<file path="config.mk">
export PLATFORM = sky130hd
export DESIGN_NAME = dm_arbiter_flat
export DESIGN_NICKNAME = d
export VERILOG_FILES = /design/src/rtl/dm_arbiter_if.sv /design/src/rtl/dm_arbiter.sv /design/src/flat_wrapper.sv
export SDC_FILE = /design/constraint.sdc
export NUM_CORES = 1
export LEC_CHECK = 0
export ABC_AREA = 1
export CAP_MARGIN = 20
export CORE_MARGIN = 8
export CORE_UTILIZATION = 44
export CTS_CLUSTER_DIAMETER = 50
export DETAILED_ROUTE_END_ITERATION = 10
export PLACE_DENSITY_LB_ADDON = 0.05
export REMOVE_ABC_BUFFERS = 1
export SETUP_SLACK_MARGIN = 0.3
export SLEW_MARGIN = 20
export SYNTH_ARGS = -nofsm -noshare
export SYNTH_HDL_FRONTEND = slang
export SYNTH_SLANG_ARGS = --single-unit
</file>
<file path="constraint.sdc">
create_clock -name clk -period 2.1 [get_ports clk]
set_input_delay 0.42 -clock clk [delete_from_list [all_inputs] [get_ports clk]]
set_output_delay 0.42 -clock clk [all_outputs]
set_load 0.02 [all_outputs]
</file>
<file path="src/rtl/dm_arbiter_if.sv">
// rtl/dm_arbiter_if.sv - CPU, EXT and memory port bundle for dm_arbiter
// Ports:
//   cpu_*  : MEM-stage requester (req/we/size/sext/addr/wdata in, rdata/stall out)
//   ext_*  : loader/debug requester (req/we/addr/wdata in, ack/rdata out)
//   mem_*  : single-ported data memory (en/we/addr/wdata out, rdata in)
//   err_align : misaligned CPU access pulse
// Modports: slave = the arbiter, master = requesters plus memory.
interface dm_arbiter_if;
  logic        cpu_req;
  logic        cpu_we;
  logic [1:0]  cpu_size;
  logic        cpu_sext;
  logic [31:0] cpu_addr;
  logic [31:0] cpu_wdata;
  logic [31:0] cpu_rdata;
  logic        cpu_stall;
  logic        ext_req;
  logic        ext_we;
  logic [31:0] ext_addr;
  logic [31:0] ext_wdata;
  logic        ext_ack;
  logic [31:0] ext_rdata;
  logic        mem_en;
  logic [3:0]  mem_we;
  logic [31:0] mem_addr;
  logic [31:0] mem_wdata;
  logic [31:0] mem_rdata;
  logic        err_align;

  modport slave (
    input  cpu_req, cpu_we, cpu_size, cpu_sext, cpu_addr, cpu_wdata,
    input  ext_req, ext_we, ext_addr, ext_wdata,
    input  mem_rdata,
    output cpu_rdata, cpu_stall, ext_ack, ext_rdata,
    output mem_en, mem_we, mem_addr, mem_wdata, err_align
  );

  modport master (
    output cpu_req, cpu_we, cpu_size, cpu_sext, cpu_addr, cpu_wdata,
    output ext_req, ext_we, ext_addr, ext_wdata,
    output mem_rdata,
    input  cpu_rdata, cpu_stall, ext_ack, ext_rdata,
    input  mem_en, mem_we, mem_addr, mem_wdata, err_align
  );
endinterface

</file>
<file path="src/rtl/dm_arbiter.sv">
// rtl/dm_arbiter.sv - data memory sequencer shared by CPU and EXT requesters
// Ports:
//   clk   : rising-edge clock
//   reset : asynchronous active-low reset
//   bus   : dm_arbiter_if.slave (CPU port, EXT port, memory port, err_align)
// Parameters:
//   LAT    : memory read latency in cycles (>=1)
//   STARVE : CPU grants EXT may lose in a row before it is forced to win
module dm_arbiter #(
  parameter int LAT    = 2,
  parameter int STARVE = 4
) (
  input  logic        clk,
  input  logic        reset,
  dm_arbiter_if.slave bus
);

  localparam logic [1:0] ST_IDLE  = 2'd0;
  localparam logic [1:0] ST_ISSUE = 2'd1;
  localparam logic [1:0] ST_WAIT  = 2'd2;
  localparam logic [1:0] ST_RESP  = 2'd3;

  localparam logic OWN_CPU = 1'b0;
  localparam logic OWN_EXT = 1'b1;

  localparam int CW = $clog2(LAT + 1);
  localparam int SW = $clog2(STARVE + 1);
  localparam logic [CW-1:0] LAT_LOAD   = CW'(LAT);
  localparam logic [SW-1:0] STARVE_MAX = SW'(STARVE);

  logic [1:0]    state;
  logic          owner;
  logic          lat_we;
  logic [1:0]    lat_size;
  logic          lat_sext;
  logic          lat_misal;
  logic [31:0]   lat_addr;
  logic [31:0]   lat_wdata;
  logic [CW-1:0] wait_cnt;
  logic [SW-1:0] starve_cnt;
  logic [31:0]   cpu_rdata_q;
  logic [31:0]   ext_rdata_q;

  logic          pending;
  logic          ext_wins;
  logic          cpu_misal;
  logic          in_issue;
  logic [3:0]    lane_we;
  logic [31:0]   lane_wdata;
  logic [7:0]    ld_byte;
  logic [15:0]   ld_half;
  logic [31:0]   load_val;

  assign pending  = bus.cpu_req | bus.ext_req;
  // EXT only beats a waiting CPU once it has lost STARVE grants in a row.
  assign ext_wins = bus.ext_req & (~bus.cpu_req | (starve_cnt == STARVE_MAX));
  assign in_issue = (state == ST_ISSUE);

  // Size 2'b11 falls into the word rule.
  always_comb begin
    case (bus.cpu_size)
      2'b01:   cpu_misal = bus.cpu_addr[0];
      2'b10:   cpu_misal = 1'b0;
      default: cpu_misal = |bus.cpu_addr[1:0];
    endcase
  end

  // Store lane steering; reads leave all enables low.
  always_comb begin
    lane_we    = 4'b0000;
    lane_wdata = lat_wdata;
    if (lat_we) begin
      case (lat_size)
        2'b01: begin
          lane_wdata = {2{lat_wdata[15:0]}};
          lane_we    = lat_addr[1] ? 4'b1100 : 4'b0011;
        end
        2'b10: begin
          lane_wdata = {4{lat_wdata[7:0]}};
          lane_we    = 4'b0001 << lat_addr[1:0];
        end
        default: lane_we = 4'b1111;
      endcase
    end
  end

  // Little-endian load extraction; EXT transactions are latched as
  // unsigned words so they pass through untouched.
  always_comb begin
    case (lat_addr[1:0])
      2'd0:    ld_byte = bus.mem_rdata[7:0];
      2'd1:    ld_byte = bus.mem_rdata[15:8];
      2'd2:    ld_byte = bus.mem_rdata[23:16];
      default: ld_byte = bus.mem_rdata[31:24];
    endcase
    ld_half = lat_addr[1] ? bus.mem_rdata[31:16] : bus.mem_rdata[15:0];
    case (lat_size)
      2'b01:   load_val = lat_sext ? {{16{ld_half[15]}}, ld_half} : {16'h0000, ld_half};
      2'b10:   load_val = lat_sext ? {{24{ld_byte[7]}}, ld_byte} : {24'h000000, ld_byte};
      default: load_val = bus.mem_rdata;
    endcase
  end

  always_ff @(posedge clk or negedge reset) begin
    if (!reset) begin
      state       <= ST_IDLE;
      owner       <= OWN_CPU;
      lat_we      <= 1'b0;
      lat_size    <= 2'b00;
      lat_sext    <= 1'b0;
      lat_misal   <= 1'b0;
      lat_addr    <= '0;
      lat_wdata   <= '0;
      wait_cnt    <= '0;
      starve_cnt  <= '0;
      cpu_rdata_q <= '0;
      ext_rdata_q <= '0;
    end else begin
      if (!bus.ext_req) begin
        starve_cnt <= '0;
      end
      case (state)
        ST_IDLE: begin
          if (pending) begin
            if (ext_wins) begin
              owner      <= OWN_EXT;
              lat_we     <= bus.ext_we;
              lat_size   <= 2'b00;
              lat_sext   <= 1'b0;
              lat_misal  <= 1'b0;
              lat_addr   <= bus.ext_addr;
              lat_wdata  <= bus.ext_wdata;
              starve_cnt <= '0;
              state      <= ST_ISSUE;
            end else begin
              owner     <= OWN_CPU;
              lat_we    <= bus.cpu_we;
              lat_size  <= bus.cpu_size;
              lat_sext  <= bus.cpu_sext;
              lat_misal <= cpu_misal;
              lat_addr  <= bus.cpu_addr;
              lat_wdata <= bus.cpu_wdata;
              if (bus.ext_req && (starve_cnt != STARVE_MAX)) begin
                starve_cnt <= starve_cnt + 1'b1;
              end
              // A misaligned access never touches memory and reads back as 0.
              if (cpu_misal) begin
                cpu_rdata_q <= '0;
                state       <= ST_RESP;
              end else begin
                state <= ST_ISSUE;
              end
            end
          end
        end
        ST_ISSUE: begin
          if (lat_we) begin
            state <= ST_RESP;
          end else begin
            wait_cnt <= LAT_LOAD;
            state    <= ST_WAIT;
          end
        end
        ST_WAIT: begin
          // The last WAIT cycle is the one where mem_rdata is valid.
          if (wait_cnt == CW'(1)) begin
            if (owner == OWN_EXT) begin
              ext_rdata_q <= load_val;
            end else begin
              cpu_rdata_q <= load_val;
            end
            state <= ST_RESP;
          end else begin
            wait_cnt <= wait_cnt - 1'b1;
          end
        end
        default: state <= ST_IDLE;
      endcase
    end
  end

  assign bus.mem_en    = in_issue;
  assign bus.mem_we    = in_issue ? lane_we : 4'b0000;
  assign bus.mem_addr  = in_issue ? {lat_addr[31:2], 2'b00} : 32'h0;
  assign bus.mem_wdata = in_issue ? lane_wdata : 32'h0;

  assign bus.ext_ack   = (state == ST_RESP) & (owner == OWN_EXT);
  assign bus.err_align = (state == ST_RESP) & (owner == OWN_CPU) & lat_misal;

  // Gated by reset so the pipeline is released while the arbiter is held.
  assign bus.cpu_stall = reset & bus.cpu_req & ~((state == ST_RESP) & (owner == OWN_CPU));

  assign bus.cpu_rdata = cpu_rdata_q;
  assign bus.ext_rdata = ext_rdata_q;

endmodule

</file>
<file path="src/flat_wrapper.sv">
// flat-port wrapper written by rule: the top's interface ports become plain ports
module dm_arbiter_flat 
#(
  parameter int LAT    = 2,
  parameter int STARVE = 4
)
  (clk, reset, bus_cpu_req, bus_cpu_we, bus_cpu_size, bus_cpu_sext, bus_cpu_addr, bus_cpu_wdata, bus_ext_req, bus_ext_we, bus_ext_addr, bus_ext_wdata, bus_mem_rdata, bus_cpu_rdata, bus_cpu_stall, bus_ext_ack, bus_ext_rdata, bus_mem_en, bus_mem_we, bus_mem_addr, bus_mem_wdata, bus_err_align);
  dm_arbiter_if bus_i ();
  input  logic clk;
  input  logic reset;
  input wire logic [$bits(bus_i.cpu_req)-1:0] bus_cpu_req;
  input wire logic [$bits(bus_i.cpu_we)-1:0] bus_cpu_we;
  input wire logic [$bits(bus_i.cpu_size)-1:0] bus_cpu_size;
  input wire logic [$bits(bus_i.cpu_sext)-1:0] bus_cpu_sext;
  input wire logic [$bits(bus_i.cpu_addr)-1:0] bus_cpu_addr;
  input wire logic [$bits(bus_i.cpu_wdata)-1:0] bus_cpu_wdata;
  input wire logic [$bits(bus_i.ext_req)-1:0] bus_ext_req;
  input wire logic [$bits(bus_i.ext_we)-1:0] bus_ext_we;
  input wire logic [$bits(bus_i.ext_addr)-1:0] bus_ext_addr;
  input wire logic [$bits(bus_i.ext_wdata)-1:0] bus_ext_wdata;
  input wire logic [$bits(bus_i.mem_rdata)-1:0] bus_mem_rdata;
  output wire logic [$bits(bus_i.cpu_rdata)-1:0] bus_cpu_rdata;
  output wire logic [$bits(bus_i.cpu_stall)-1:0] bus_cpu_stall;
  output wire logic [$bits(bus_i.ext_ack)-1:0] bus_ext_ack;
  output wire logic [$bits(bus_i.ext_rdata)-1:0] bus_ext_rdata;
  output wire logic [$bits(bus_i.mem_en)-1:0] bus_mem_en;
  output wire logic [$bits(bus_i.mem_we)-1:0] bus_mem_we;
  output wire logic [$bits(bus_i.mem_addr)-1:0] bus_mem_addr;
  output wire logic [$bits(bus_i.mem_wdata)-1:0] bus_mem_wdata;
  output wire logic [$bits(bus_i.err_align)-1:0] bus_err_align;
  assign bus_i.cpu_req = bus_cpu_req;
  assign bus_i.cpu_we = bus_cpu_we;
  assign bus_i.cpu_size = bus_cpu_size;
  assign bus_i.cpu_sext = bus_cpu_sext;
  assign bus_i.cpu_addr = bus_cpu_addr;
  assign bus_i.cpu_wdata = bus_cpu_wdata;
  assign bus_i.ext_req = bus_ext_req;
  assign bus_i.ext_we = bus_ext_we;
  assign bus_i.ext_addr = bus_ext_addr;
  assign bus_i.ext_wdata = bus_ext_wdata;
  assign bus_i.mem_rdata = bus_mem_rdata;
  assign bus_cpu_rdata = bus_i.cpu_rdata;
  assign bus_cpu_stall = bus_i.cpu_stall;
  assign bus_ext_ack = bus_i.ext_ack;
  assign bus_ext_rdata = bus_i.ext_rdata;
  assign bus_mem_en = bus_i.mem_en;
  assign bus_mem_we = bus_i.mem_we;
  assign bus_mem_addr = bus_i.mem_addr;
  assign bus_mem_wdata = bus_i.mem_wdata;
  assign bus_err_align = bus_i.err_align;
  dm_arbiter #(.LAT(LAT), .STARVE(STARVE)) u_core (.clk(clk), .reset(reset), .bus(bus_i));
endmodule
</file>
==> flow_summary.toml, run 1 <==
[run_status]
stop_stage = "5_1_grt"
status = "aborted with a tool error"
first-error = "[ERROR GRT-0232] Routing congestion too high. Check the congestion heatmap in the GUI."

[yosys]
netlist_instances = 1064
synth_area_um2 = 7690
syn_area_per_cell_um2 = 7.23
ys_ff_latch = 141
ys_seq_area_share_pct = 45.9
yosysUniqueCellTypes = 30
synth_warnings = 0

[clock_tree]
cts-root-buf = "clkbuf_16"
clockBufferDepth = 2
cts.sinks = 141
cts.htree.levels = 4
cts_inserted_buffers = 17

[floorplan]
rows = 48
pin_count = 305
start_util_pct = 44.8
die_h_um = 148
dieWidth_um = 148

[global_route]
grt_usage_pct = 66.2
antenna_found_initial = 7
overflow = 2
grt_start_max_net_pins = 142

[place]
routabilityCongestion = 0.886
dp_hpwl_um = 20900
place_ws_ps = -528
portBuffers = 302

[sta]
worstEndpointGrtRepair = "bus_mem_wdata[22]"
worst-ep-kind = "top-level output"
metrics by stage:
step                      util [%]  cells  setup TNS, ps  instance area (um2)
after floorplan                  -    996        -231650                 7360
after detailed placement      65.9   1592         -12630                11300
after global placement        65.9   1592         -11730                11300
after CTS                     85.4   1720         -12580                14700
layer usage:
metal	GRT usage [%]	overflow
met1	64.3	0
met2	84.8	1
met3	51.6	0
met4	64.9	1
met5	15.7	0
cells by family after synthesis:
kind of cell	after synthesis	synth area share [%]
simple gates	594	32.1
xor+xnor	1	0.114
compound gates	151	11.0
buf+inv	165	9.03
flops	141	45.9
other cells	1	0.0488
fa+ha+maj	11	1.79
what timing repair did:
| item | in CTS |
|---|---|
| pin swaps | 94 |
| endpoints found under the setup margin | 263 |
| hold endpoints to repair | 0 |
| hold buffers | 0 |
| cloned | 43 |
| resized for setup | 823 |
| setup buffers | 53 |
synth_stat cells:
| cell | count | area, um2 |
|---|---|---|
| nand2_1 | 379 | 1420 |
| nand3_1 | 152 | 761 |
| dfrtp_1 | 141 | 3530 |
| inv_1 | 89 | 334 |
| nor2_1 | 49 | 184 |
| o21ai_0 | 40 | 200 |
| o21ai_1 | 38 | 190 |
| buf_2 | 36 | 180 |
| a21oi_1 | 30 | 150 |
| clkbuf_1 | 25 | 93.8 |
| o22ai_1 | 20 | 125 |
| ha_1 | 11 | 138 |
| a22oi_1 | 7 | 52.6 |
| inv_2 | 7 | 26.3 |
| or2_2 | 7 | 43.8 |
| buf_4 | 6 | 45.0 |
| o211ai_1 | 6 | 45.0 |
| o32ai_1 | 6 | 52.6 |
| a22o_1 | 2 | 17.5 |
| nand2_4 | 2 | 22.5 |
| nor2_2 | 2 | 12.5 |
| a21oi_2 | 1 | 8.76 |
| a31oi_1 | 1 | 6.26 |
| and3_1 | 1 | 6.26 |
| buf_1 | 1 | 3.75 |
| buf_6 | 1 | 11.3 |
| conb_1 | 1 | 3.75 |
| nand2_2 | 1 | 6.26 |
| nor2_4 | 1 | 11.3 |
| xor2_1 | 1 | 8.76 |
==> inputs of run 2 (changes only) <==
--- a/config.mk
+++ b/config.mk
@@ -8,12 +8,10 @@
 export ABC_AREA = 1
 export CAP_MARGIN = 20
 export CORE_MARGIN = 8
-export CORE_UTILIZATION = 44
-export CTS_CLUSTER_DIAMETER = 50
+export CORE_UTILIZATION = 30
 export DETAILED_ROUTE_END_ITERATION = 10
-export PLACE_DENSITY_LB_ADDON = 0.05
+export PLACE_DENSITY_LB_ADDON = 0.15
 export REMOVE_ABC_BUFFERS = 1
-export SETUP_SLACK_MARGIN = 0.3
 export SLEW_MARGIN = 20
 export SYNTH_ARGS = -nofsm -noshare
 export SYNTH_HDL_FRONTEND = slang
==> flow_summary.toml, run 2 <==
[yosys]
synth_area_um2 = 7690
syn_area_per_cell_um2 = 7.23
yosysUniqueCellTypes = 30
synth.area.top_cells = "dfrtp_1 (46%), nand2_1 (18%), nand3_1 (9.9%), inv_1 (4.3%), o21ai_0 (2.6%)"
synth_area_leader_cell = "dfrtp_1"
synth_edf_count = 0
ys_ff_latch = 141
ys_seq_area_share_pct = 45.9
async_flop_share_pct = 100
yosysMostFrequentCell = "nand2_1"
synth_ff_type = "dfrtp_1"
synth_top_area_share_pct = 45.9
synth_warnings = 0
ys_top_cells_by_count = "nand2_1 (379), nand3_1 (152), dfrtp_1 (141), inv_1 (89), nor2_1 (49)"
netlist_instances = 1064

[critical_path]
worstSetupPathType = "register to output pin"
crit_path_top_delay_cell = "dfrtp_1"
r2r_cells = 9
cp_num_cells = 9
crit_path_max_fanout = 7
cpLargestDelayFamily = "buffers and inverters"
crit_buf_inv = 5
worstPathRequired_ps = 1680
crit_path_frequent_cell = "buf_6"
endpoint_kind = "output pin"
crit_path_max_incr_delay_ps = 390
startpoint_type = "register"
critPathArrivalTime_ps = 2010
crit_chain = "inv_2 > ha_4 > nor2_4 > buf_6 > clkinvlp_4 > buf_6 > nand2_2 > a21oi_2 > buf_6"

[sta]
hold_viol = 0
slew_violations = 0
period_share_pct = 116
slew_headroom_pct = 40.4
max_freq_ghz = 0.411
rsz0062_at_grt = "yes"
setup-tns-final_ps = -6940
worst_slack_ps = -335
skew_ps = 11.4
worst_pin_slew_ps = 894
timing.hold.ws_ps = 89.7
setup_viol = 27
final.min_clock_period_ps = 2430

[detailed_routing]
drt.antenna.violating_nets = 0
drcViolationCount = 0
via_per_inst = 4.76
wl_per_cell_um = 18.3
dr.pass1.iters = 4
vias = 8352
detailedRoute.firstIterationViolations = 552
wl_um = 32100

[clock_tree]
cts.sinks = 141
cts_tree = "built"
clk_pin_slew_ps = 60
clk_latency_ps = 420
cts.htree.levels = 4
clockBufferDepth = 2
cts_inserted_buffers = 17
cts-root-buf = "clkbuf_16"

[pwr]
p_leak_nw = 6.19
p_clk_share_pct = 16.0
p_per_area_nw_per_um2 = 1450
seqPwrFrac_pct = 24.9
p_comb_share_pct = 59.1
switching_share_pct = 44.4
ir_drop_mv = 0.590
p_int_w = 0.0102
p_total_w = 0.0183
p_switching_w = 0.00813

[layout]
fin_util_pct = 50.2
nNetsFinal = 1589
area_growth_syn_to_layout_pct = 64.4
nFillCells = 2444
final_layout_size_suffix_gt1_share_pct = 21.6
final_common_cell = "nand2_1"
multi_input_area_um2 = 3870
most-common-layout-cells = "nand2_1 (345), clkdlybuf4s50_1 (231), nand3_1 (152)"
regArea_um2 = 3530

[global_route]
grt_start_max_net_pins = 142
grt_usage_pct = 20.2
grt_pass1_vias = 8600
grt_pass1_wl_um = 48800
antenna_found_initial = 3
overflow = 0

[place]
dp_hpwl_um = 23300
portBuffers = 302
routabilityCongestion = 0.844
place_ws_ps = -520

[floorplan]
dieWidth_um = 176
pin_count = 305
core_area_um2 = 25200
die_area_um2 = 31000
rows = 58
start_util_pct = 30.5
die_h_um = 176

[flow_run]
maxCapViolations = 0

[hold_path]
hold_path.class = "input port to async pin"

[run_status]
status = "complete, but fails checks"
failed_checks = "negative setup slack"
-- run 2: cell counts after synthesis --
No cell type changed its count.
-- run 2: worst paths after layout --
check	start	end	slack [ps]
min reg2reg	u_core.bus.cpu_rdata[29]$_DFFE_PN0P_	u_core.bus.cpu_rdata[29]$_DFFE_PN0P_	480
max reg2reg	u_core.state[0]$_DFFE_PN0P_	u_core.lat_addr[31]$_DFFE_PN0P_	160
min	reset	u_core.bus.cpu_rdata[14]$_DFFE_PN0P_	90
max	u_core.lat_size[0]$_DFFE_PN0P_	bus_mem_wdata[9]	-330
min in group clk	u_core.bus.cpu_rdata[29]$_DFFE_PN0P_	u_core.bus.cpu_rdata[29]$_DFFE_PN0P_	480
max in group asynchronous	reset	u_core.lat_addr[12]$_DFFE_PN0P_	1280
-- run 2: repair_timing --
| item | 4_1_cts | 5_1_grt |
|---|---|---|
| cloned | 1 | 2 |
| gates resized for setup | 349 | 120 |
| pin swaps | 12 | 7 |
| endpoints found under the setup margin | 68 | 48 |
| buffers inserted | 10 | 8 |
| hold buffers | 0 | 0 |
-- run 2: power groups by stage --
stage	clock network, W	registers (W)	logic (W)
final	0.00294	0.00456	0.0108
after global placement	0	0.00448	0.00961
after detailed placement	0	0.00447	0.00969
after CTS	0.00301	0.00448	0.0101
after global routing	0.00312	0.00468	0.0118
after floorplan	0	0.00478	0.00457
-- run 2: per-layer routing --
metal  wire (um)  global-route usage [%]  part of all wire (%)
met5           7                       0                 0.022
met4         416                    5.26                   1.3
met1       13100                    24.2                    41
met2       15100                    32.9                    47
met3        3430                    8.37                    11
-- run 2: through the flow --
step | instances | instance area [um2]
finish | 1753 | 12600
detailed placement | 1701 | 11500
global route | 1752 | 12600
global placement | 1701 | 11500
CTS | 1744 | 12200
floorplan | 996 | 7360
-- run 2: layout make-up --
cell class                      count  area share (%)
Timing Repair Buffer              394            30.9
Multi-Input combinational cell    759            30.6
Sequential cell                   141            27.9
Clock buffer                       20            3.53
Tap cell                          330            3.27
Inverter                           96            2.92
Clock inverter                     12           0.901
Antenna cell                        1          0.0198
-- run 2: logic make-up after synthesis --
| logic type | count (synthesis) | synth area share, % |
|---|---|---|
| other cells | 1 | 0.0488 |
| flops | 141 | 45.9 |
| simple gates | 594 | 32.1 |
| compound gates | 151 | 11.0 |
| buf+inv | 165 | 9.03 |
| xor+xnor | 1 | 0.114 |
| fa+ha+maj | 11 | 1.79 |
-- run 2: worst register-to-register path, stage by stage, from the launching register on --
cell,delay (ps)
dfrtp_1,410
buf_4,160
inv_1,80
ha_1,330
inv_2,110
a21oi_4,160
buf_4,190
buf_4,200
o21ai_0,100
o21ai_1,130
Power figures use the tool's default switching activity.
==> inputs of run 3 (changes only) <==
--- a/config.mk
+++ b/config.mk
@@ -12,6 +12,7 @@
 export DETAILED_ROUTE_END_ITERATION = 10
 export PLACE_DENSITY_LB_ADDON = 0.15
 export REMOVE_ABC_BUFFERS = 1
+export SKIP_CTS_REPAIR_TIMING = 1
 export SLEW_MARGIN = 20
 export SYNTH_ARGS = -nofsm -noshare
 export SYNTH_HDL_FRONTEND = slang
==> flow_summary.toml, run 3 (synthesis results as in run 2) <==
[run_status]
status = "complete, but fails checks"
failed_checks = "negative setup slack"

[detailed_routing]
via_per_inst = 4.81
vias = 8416
wl_per_cell_um = 18.3
drt.antenna.violating_nets = 0
dr.pass1.iters = 5
detailedRoute.firstIterationViolations = 506
wl_um = 32100
drcViolationCount = 0

[pwr]
ir_drop_mv = 0.594
p_clk_share_pct = 16.0
p_int_w = 0.0102
p_comb_share_pct = 59.1
seqPwrFrac_pct = 24.9
p_per_area_nw_per_um2 = 1450
p_leak_nw = 6.23
switching_share_pct = 44.3
p_switching_w = 0.00811

[critical_path]
crit_chain = "ha_4 > nor2_4 > buf_6 > clkinvlp_4 > buf_6 > nand2_1 > a21oi_1 > buf_4"
r2r_cells = 10
crit_path_max_incr_delay_ps = 420
startpoint_type = "register"
crit_buf_inv = 4
crit_path_max_fanout = 6
worstSetupPathType = "register to output pin"
crit_path_top_delay_cell = "dfrtp_1"
rr_startpoint = "u_core.lat_size[0]$_DFFE_PN0P_"
worstPathRequired_ps = 1680
critPathArrivalTime_ps = 2020
cpLargestDelayFamily = "buffers and inverters"
regToRegSetupSlack_ps = 150
crit_path_frequent_cell = "buf_6"
worstReg2RegEnd = "u_core.bus.ext_rdata[8]$_DFFE_PN0P_"
endpoint_kind = "output pin"

[floorplan]
core_area_um2 = 25200
rows = 58
die_h_um = 176
dieWidth_um = 176
die_area_um2 = 31000
start_util_pct = 30.5
pin_count = 305

[clock_tree]
cts-root-buf = "clkbuf_16"
cts.sinks = 141
clockBufferDepth = 2
cts.htree.levels = 4
clk_latency_ps = 420
cts_tree = "built"
cts_inserted_buffers = 17
clk_pin_slew_ps = 60

[sta]
rsz0062_at_grt = "yes"
slew_violations = 0
worst_pin_slew_ps = 887
max_freq_ghz = 0.410
period_share_pct = 116
final.min_clock_period_ps = 2440
setup-tns-final_ps = -7190
worst_slack_ps = -340
skew_ps = 11.3
slew_headroom_pct = 40.9
setup_viol = 28
hold_viol = 0

[layout]
final_common_cell = "nand2_1"
design_area_um2 = 12700
nNetsFinal = 1588
most-common-layout-cells = "nand2_1 (346), clkdlybuf4s50_1 (231), nand3_1 (151)"
final_layout_size_suffix_gt1_share_pct = 21.5
nFillCells = 2450
area_growth_syn_to_layout_pct = 64.8
num_antenna_cells = 0

[hold_path]
hold_path.class = "input port to async pin"

[global_route]
overflow = 0
grt_pass1_vias = 8491
grt_start_max_net_pins = 142
grt_usage_pct = 19.8
grt_pass1_wl_um = 47800
antenna_found_initial = 1

[place]
place_area_um2 = 11500
routabilityCongestion = 0.844
dp_hpwl_um = 23300
portBuffers = 302

[flow_run]
maxCapViolations = 0
## run 3: changes by cell type in the layout (fill, tap and decap cells not counted), moves of 5 or more
cell / before / now
buf_6: 42 / 48
buf_2: 15 / 5
inv_2: 28 / 35
buf_4: 84 / 78
inv_1: 65 / 59
clkbuf_2: 2 / 9
a21oi_2: 14 / 9
a21oi_1: 14 / 19
## run 3: power by group through the flow
| stage | Clock [W] | Combinational [W] | Sequential, W |
|---|---|---|---|
| floorplan | 0 | 0.00457 | 0.00478 |
| global placement | 0 | 0.00961 | 0.00448 |
| detailed placement | 0 | 0.00969 | 0.00447 |
| CTS | 0.00301 | 0.00972 | 0.00445 |
| global route | 0.00311 | 0.0118 | 0.00469 |
| finish | 0.00292 | 0.0108 | 0.00457 |
## run 3: area by class of cell
cell class / count / area (um2) / share of cell area [%]
multi-input cells: 759 / 3850 / 30.4
inverters: 96 / 368 / 2.90
repair buffers: 393 / 3960 / 31.2
clock buffers: 20 / 447 / 3.52
flip-flops and latches: 141 / 3530 / 27.8
well taps: 330 / 413 / 3.26
clock inverters: 12 / 114 / 0.898
## run 3: routing by layer
layer  vias up  wire [um]  part of all wire [%]  GRT usage [%]
li1       4109          -                     -              -
met1      3973      13200                    41           24.0
met2       309      15100                    47           31.8
met3        25       3340                    10           8.05
met4         0        493                   1.5           5.76
met5         -          0                     0              0
## run 3: worst max path at each step
| stage | startpoint | endpoint | cells after the start |
|---|---|---|---|
| after floorplan | u_core.state[0]$_DFFE_PN0P_ | u_core.lat_misal$_DFFE_PN0P_ | 6 |
| after global placement | u_core.lat_size[0]$_DFFE_PN0P_ | bus_mem_wdata[30] | 9 |
| after detailed placement | u_core.lat_size[0]$_DFFE_PN0P_ | bus_mem_wdata[9] | 9 |
| after CTS | u_core.lat_size[0]$_DFFE_PN0P_ | bus_mem_wdata[9] | 9 |
| after global routing | u_core.lat_size[1]$_DFFE_PN0P_ | bus_mem_wdata[30] | 8 |
| final | u_core.lat_size[1]$_DFFE_PN0P_ | bus_mem_wdata[9] | 8 |
## run 3: stage by stage
stage                     cells  hold slack [ps]  util (%)  worst slack, ps  power, W
after floorplan             996              124         -            -2810   0.00935
after global placement     1701              463      45.6             -410    0.0141
after detailed placement   1701              466      45.6             -520    0.0142
after CTS                  1733              193      47.9             -975    0.0172
after global routing       1751              218      50.3             -430    0.0196
final                      1751             97.5      50.3             -340    0.0183
## run 3: worst register-to-register path, delay by kind of cell, from the launching register on
kind / cells / cell delay (ps)
DFF: 1 / 390
AOI/OAI and AO/OA: 1 / 140
buffers and inverters: 4 / 550
adders and majority gates: 1 / 180
and+or+nand+nor: 4 / 620
